$ cat config.mk
export PLATFORM = sky130hd
export DESIGN_NAME = stream_merge_2to1_flat
export DESIGN_NICKNAME = d
export VERILOG_FILES = /design/src/rtl/stream_merge_2to1_if.sv /design/src/rtl/stream_merge_2to1.sv /design/src/flat_wrapper.sv
export SDC_FILE = /design/constraint.sdc
export NUM_CORES = 1
export LEC_CHECK = 0
export CELL_PAD_IN_SITES_DETAIL_PLACEMENT = 2
export CELL_PAD_IN_SITES_GLOBAL_PLACEMENT = 2
export CORE_AREA = 10 10 71 73
export CTS_BUF_LIST = sky130_fd_sc_hd__clkbuf_8
export CTS_CLUSTER_SIZE = 40
export DETAILED_ROUTE_END_ITERATION = 7
export DIE_AREA = 0 0 81 83
export PLACE_DENSITY = 0.79
export SETUP_SLACK_MARGIN = 0.5
export SLEW_MARGIN = 5
export SYNTH_ARGS = -nofsm -noshare
export SYNTH_HDL_FRONTEND = slang
export SYNTH_SLANG_ARGS = --single-unit
$ cat constraint.sdc
create_clock -name clk -period 1.5 [get_ports clk]
set_clock_uncertainty 0.15 [all_clocks]
set_input_delay 0.3 -clock clk [delete_from_list [all_inputs] [get_ports clk]]
set_output_delay 0.3 -clock clk [all_outputs]
set_load 0.01 [all_outputs]
$ cat src/rtl/stream_merge_2to1_if.sv
// Valid/ready beat channel shared by the merger's two inputs and its output.
// sel carries the source tag on the output side only.
interface stream_merge_2to1_if #(
  parameter int WIDTH = 8
);
  logic             valid;
  logic [WIDTH-1:0] data;
  logic             last;
  logic             sel;
  logic             ready;

  modport master (output valid, output data, output last, output sel, input ready);
  modport slave  (input valid, input data, input last, output ready);
endinterface

$ cat src/rtl/stream_merge_2to1.sv
// Two-channel packet merger with packet-level round-robin and a registered output.
// dout.sel follows the downstream mux convention: 1 = channel 1, 0 = channel 2.
module stream_merge_2to1 #(
  parameter int WIDTH = 8
) (
  input  logic                clk,
  input  logic                rst_n,
  stream_merge_2to1_if.slave  din1,
  stream_merge_2to1_if.slave  din2,
  stream_merge_2to1_if.master dout
);

  typedef enum logic [0:0] {
    IDLE = 1'b0,
    LOCK = 1'b1
  } state_t;

  state_t           state_r;
  state_t           state_next_s;
  logic             lock_sel_r;
  logic             lock_sel_next_s;
  logic             prio_r;
  logic             prio_next_s;

  logic             out_valid_r;
  logic [WIDTH-1:0] out_data_r;
  logic             out_last_r;
  logic             out_sel_r;

  logic             load_s;
  logic             grant_any_s;
  logic             grant_sel_s;
  logic             ready1_s;
  logic             ready2_s;
  logic             acc1_s;
  logic             acc2_s;
  logic             accept_s;
  logic             beat_sel_s;
  logic [WIDTH-1:0] beat_data_s;
  logic             beat_last_s;

  assign load_s = !out_valid_r || dout.ready;

  // Grant selection: a locked packet owns the output until its last beat.
  always_comb begin
    grant_any_s = 1'b0;
    grant_sel_s = 1'b0;
    case (state_r)
      IDLE: begin
        case ({din1.valid, din2.valid})
          2'b10: begin
            grant_any_s = 1'b1;
            grant_sel_s = 1'b1;
          end
          2'b01: begin
            grant_any_s = 1'b1;
            grant_sel_s = 1'b0;
          end
          2'b11: begin
            grant_any_s = 1'b1;
            grant_sel_s = prio_r;
          end
          default: begin
            grant_any_s = 1'b0;
            grant_sel_s = 1'b0;
          end
        endcase
      end
      LOCK: begin
        grant_any_s = 1'b1;
        grant_sel_s = lock_sel_r;
      end
      default: begin
        grant_any_s = 1'b0;
        grant_sel_s = 1'b0;
      end
    endcase
  end

  assign ready1_s = rst_n && load_s && grant_any_s && grant_sel_s;
  assign ready2_s = rst_n && load_s && grant_any_s && !grant_sel_s;
  assign acc1_s   = ready1_s && din1.valid;
  assign acc2_s   = ready2_s && din2.valid;
  assign accept_s = acc1_s || acc2_s;

  // Accepted-beat mux.
  always_comb begin
    beat_sel_s  = acc1_s;
    beat_data_s = '0;
    beat_last_s = 1'b0;
    if (acc1_s) begin
      beat_data_s = din1.data;
      beat_last_s = din1.last;
    end else begin
      beat_data_s = din2.data;
      beat_last_s = din2.last;
    end
  end

  // Lock and priority next state; only packet ends move the pointer.
  always_comb begin
    state_next_s    = state_r;
    lock_sel_next_s = lock_sel_r;
    prio_next_s     = prio_r;
    if (accept_s) begin
      if (beat_last_s) begin
        state_next_s = IDLE;
        prio_next_s  = !beat_sel_s;
      end else begin
        state_next_s    = LOCK;
        lock_sel_next_s = beat_sel_s;
      end
    end else begin
      state_next_s = state_r;
    end
  end

  // Arbitration state register.
  always_ff @(posedge clk) begin
    if (!rst_n) begin
      state_r    <= IDLE;
      lock_sel_r <= 1'b0;
      prio_r     <= 1'b1;
    end else begin
      state_r    <= state_next_s;
      lock_sel_r <= lock_sel_next_s;
      prio_r     <= prio_next_s;
    end
  end

  // Output register: load on accept, clear valid when drained, else hold.
  always_ff @(posedge clk) begin
    if (!rst_n) begin
      out_valid_r <= 1'b0;
      out_data_r  <= '0;
      out_last_r  <= 1'b0;
      out_sel_r   <= 1'b0;
    end else if (accept_s) begin
      out_valid_r <= 1'b1;
      out_data_r  <= beat_data_s;
      out_last_r  <= beat_last_s;
      out_sel_r   <= beat_sel_s;
    end else if (dout.ready) begin
      out_valid_r <= 1'b0;
    end else begin
      out_valid_r <= out_valid_r;
    end
  end

  assign din1.ready = ready1_s;
  assign din2.ready = ready2_s;
  assign dout.valid = out_valid_r;
  assign dout.data  = out_data_r;
  assign dout.last  = out_last_r;
  assign dout.sel   = out_sel_r;

endmodule

$ cat src/flat_wrapper.sv
// flat-port wrapper written by rule: the top's interface ports become plain ports
module stream_merge_2to1_flat 
#(
  parameter int WIDTH = 8
)
  (clk, rst_n, din1_valid, din1_data, din1_last, din1_ready, din2_valid, din2_data, din2_last, din2_ready, dout_valid, dout_data, dout_last, dout_sel, dout_ready);
  stream_merge_2to1_if #(.WIDTH(WIDTH)) din1_i ();
  stream_merge_2to1_if #(.WIDTH(WIDTH)) din2_i ();
  stream_merge_2to1_if #(.WIDTH(WIDTH)) dout_i ();
  input  logic clk;
  input  logic rst_n;
  input wire logic [$bits(din1_i.valid)-1:0] din1_valid;
  input wire logic [$bits(din1_i.data)-1:0] din1_data;
  input wire logic [$bits(din1_i.last)-1:0] din1_last;
  output wire logic [$bits(din1_i.ready)-1:0] din1_ready;
  input wire logic [$bits(din2_i.valid)-1:0] din2_valid;
  input wire logic [$bits(din2_i.data)-1:0] din2_data;
  input wire logic [$bits(din2_i.last)-1:0] din2_last;
  output wire logic [$bits(din2_i.ready)-1:0] din2_ready;
  output wire logic [$bits(dout_i.valid)-1:0] dout_valid;
  output wire logic [$bits(dout_i.data)-1:0] dout_data;
  output wire logic [$bits(dout_i.last)-1:0] dout_last;
  output wire logic [$bits(dout_i.sel)-1:0] dout_sel;
  input wire logic [$bits(dout_i.ready)-1:0] dout_ready;
  assign din1_i.valid = din1_valid;
  assign din1_i.data = din1_data;
  assign din1_i.last = din1_last;
  assign din1_ready = din1_i.ready;
  assign din2_i.valid = din2_valid;
  assign din2_i.data = din2_data;
  assign din2_i.last = din2_last;
  assign din2_ready = din2_i.ready;
  assign dout_valid = dout_i.valid;
  assign dout_data = dout_i.data;
  assign dout_last = dout_i.last;
  assign dout_sel = dout_i.sel;
  assign dout_i.ready = dout_ready;
  stream_merge_2to1 #(.WIDTH(WIDTH)) u_core (.clk(clk), .rst_n(rst_n), .din1(din1_i), .din2(din2_i), .dout(dout_i));
endmodule
==> flow_summary.yaml <==
power_and_ir_drop:
  power_mw: 1.18
  comb_power_share: 0.316
  p_seq_frac: 0.370
  switching_share: 0.271
  ir_drop_mv: 0.364
  power.leakage_nw: 0.623
  pwr-share-clk: 0.314
  powerDensity_mw_per_mm2: 818
  p_int_mw: 0.861
  switchingPower_mw: 0.320
cts:
  clk_path_buf_depth: 2
  clkTransAtPathRegs_ns: 0.06
  clock-root-buffer: "clkbuf_8"
  htreeDepth: 1
  numClockSinks: 14
  cts_hold_buf: 0
  clk_latency_ns: 0.25
  cts_buffers: 3
  cts_tree: "done"
grt:
  grt_pass1_wl_um: 4710
  grt.overflow.total: 0
  grt_max_degree: 16
  grt_pass1_vias: 954
  track_usage: 0.0867
  antenna_found_initial: 0
place:
  numPlacedInstances: 180
  dpl_cell_area_sq_mm: 0.00124
  gp_congestion: 0.755
  pre_cts_slack_ns: -0.801
  place_hpwl_um: 2410
  port_buffers: 35
synth:
  seq_area_frac_synth: 0.413
  synth_cell_types: 25
  yosysWarnings: 0
  ys_ff_latch: 14
  yosysTopAreaCell: "dfxtp_1"
  synth_cells: 81
  synth_area_leaders: "dfxtp_1, nand2_1, o21ai_0, a31oi_1, mux2i_1"
  syn_area_sq_um: 679
  yosysTopAreaCellShare: 0.413
  syn_nets: 104
  avgSynthCellArea_sq_um: 8.39
floorplan:
  die_x_um: 81
  io_pins: 36
  core_area_sq_mm: 0.00363
  die_area_sq_mm: 0.00672
  die_h_um: 83
  initial_core_util: 0.187
  rows: 22
cells_and_area:
  final_util: 0.397
  n_antenna_cell: 0
  stdcell_count: 190
  design_area_sq_mm: 0.00144
  areaGrowthSynthToFinish_pct: 113
  drive_above_1_share: 0.542
  nets: 166
detailed_routing:
  dr.pass1.iters: 4
  num_vias: 857
  wl_per_cell_um: 16.5
  drc: 0
  met1_length_um: 1190
  wl_um: 3140
  dr_wl_met2_um: 1670
  met3_length_um: 239
  drt_iter0_markers: 19
  drtAntennaViolNets: 0
  vias_per_cell: 4.51
  top_layer: "met4"
critical_path:
  endpoint_kind: "register"
  critPathSlowestCell: "dfxtp_4"
  worstPathRequired_ns: 1.51
  rr_startpoint: "u_core.state_r"
  worstSetupStartpointType: "register"
  crit_family: "compound AO/OA/AOI/OAI gates"
  path_buf_inv: 2
  cp_max_fo: 6
  criticalPathCategory: "register to register"
  crit_top_cell: "buf_6"
  slowest_delay_ns: 0.38
  worstPathCellList: "buf_6 > o311ai_4 > or2_4 > buf_6 > nand2_2 > a31oi_2"
  cp.arrival_ns: 1.71
  crit_path_start: "u_core.state_r"
sta:
  finalHoldViolCount: 0
  fin_crit_sh: 1.13
  worst_pin_slew_ns: 0.299
  maxSlewHeadroom: 0.800
  setup_ws_ns: -0.196
  fmax_ghz: 0.590
  rsz0062_at_grt: "true"
  fin_crit_ns: 1.70
  setup_viol: 15
  timing.setup.tns_ns: -1.53
  slew_violations: 0
  whs_ns: 0.377
min_path:
  min_from: "u_core.dout.data[4]"
  hold_class: "register to register"
run_status:
  status: "finished, violations left"
  violations: "negative setup slack"
run:
  cap_violations: 0
[area by class of cell]
| cell class | count | area (sq um) |
|---|---|---|
| Multi-Input combinational cell | 62 | 467 |
| Sequential cell | 14 | 300 |
| Fill cell | 431 | 2190 |
| Inverter | 2 | 7.51 |
| Timing Repair Buffer | 60 | 554 |
| Clock buffer | 4 | 55.1 |
| Tap cell | 48 | 60.1 |
[synthesized netlist by cell type]
library cell	instances
o21ai_1	2
and2_1	1
buf_6	1
or2_1	1
nor3_1	1
inv_1	2
a21oi_1	4
o21ai_0	10
a31oi_1	7
mux2i_1	3
dfxtp_1	14
a211oi_4	1
a211o_1	2
nor2b_1	2
o211ai_1	1
o211a_1	1
nand2b_1	3
buf_4	1
o311ai_2	1
a21boi_0	1
nor2_1	5
a21o_1	1
nand2_1	14
o21a_1	1
buf_2	1
[cells in the final DEF (no fill, tap or decap), types with 2 or more instances in the layout]
master	n
nand2b_4	2
buf_6	16
nor2b_4	2
o21ai_0	6
nand2_1	10
dfxtp_2	13
o21ai_2	2
nor2_1	4
mux2i_1	2
nand2_2	3
buf_2	3
a21oi_2	2
dlygate4sd2_1	3
o21ai_1	4
clkdlybuf4s50_1	18
clkbuf_8	4
a31oi_1	6
a21oi_1	2
buf_4	19
[power by group through the flow]
stage / sequential (mW) / clock, mW / combinational, mW
2_1_floorplan: 0.447 / 0 / 0.113
3_3_place_gp: 0.432 / 0 / 0.312
3_5_place_dp: 0.433 / 0 / 0.325
4_1_cts: 0.435 / 0.381 / 0.345
5_1_grt: 0.442 / 0.403 / 0.404
6_report: 0.437 / 0.371 / 0.373
[final timing paths]
check | end | depth (start not counted) | slack (ns)
setup / recovery | u_core.dout.data[7] | 6 | -0.20
setup reg to reg | u_core.dout.data[7] | 6 | -0.20
hold / removal | u_core.dout.data[4] | 2 | 0.38
hold reg to reg | u_core.dout.data[4] | 2 | 0.38
[layer usage]
metal / vias up / global-route usage
met2: 32 / 0.158
li1: 408 / -
met4: 0 / 0.0141
met3: 4 / 0.0377
met5: - / 0
met1: 413 / 0.0889
[state kept, by name, summed over array words and instances (netlist names)]
register           flops
u_core.dout.sel        1
u_core.dout.data       8
u_core.state_r         1
u_core.prio_r          1
u_core.lock_sel_r      1
u_core.dout.valid      1
u_core.dout.last       1
[kinds of logic after synthesis]
family,count (synthesis),share of synthesized area
AOI/OAI and AO/OA,32,0.320
muxes,3,0.0442
and+or+nand+nor,27,0.177
buffers and inverters,5,0.0460
DFF,14,0.413
[what timing repair did]
action / in CTS / in global routing
resized for setup: 91 / 16
buffers inserted: 2 / 4
endpoints found under the setup margin: 27 / 27
gates cloned: 0 / 0
pin swaps: 6 / 12
[worst reg2reg max path: stages, from the launching register on]
cell	delay [ns]
dfxtp_4	0.38
buf_6	0.13
o311ai_4	0.34
or2_4	0.24
buf_6	0.13
nand2_2	0.07
a31oi_2	0.18
No activity file was read; power rests on OpenSTA's default activity.
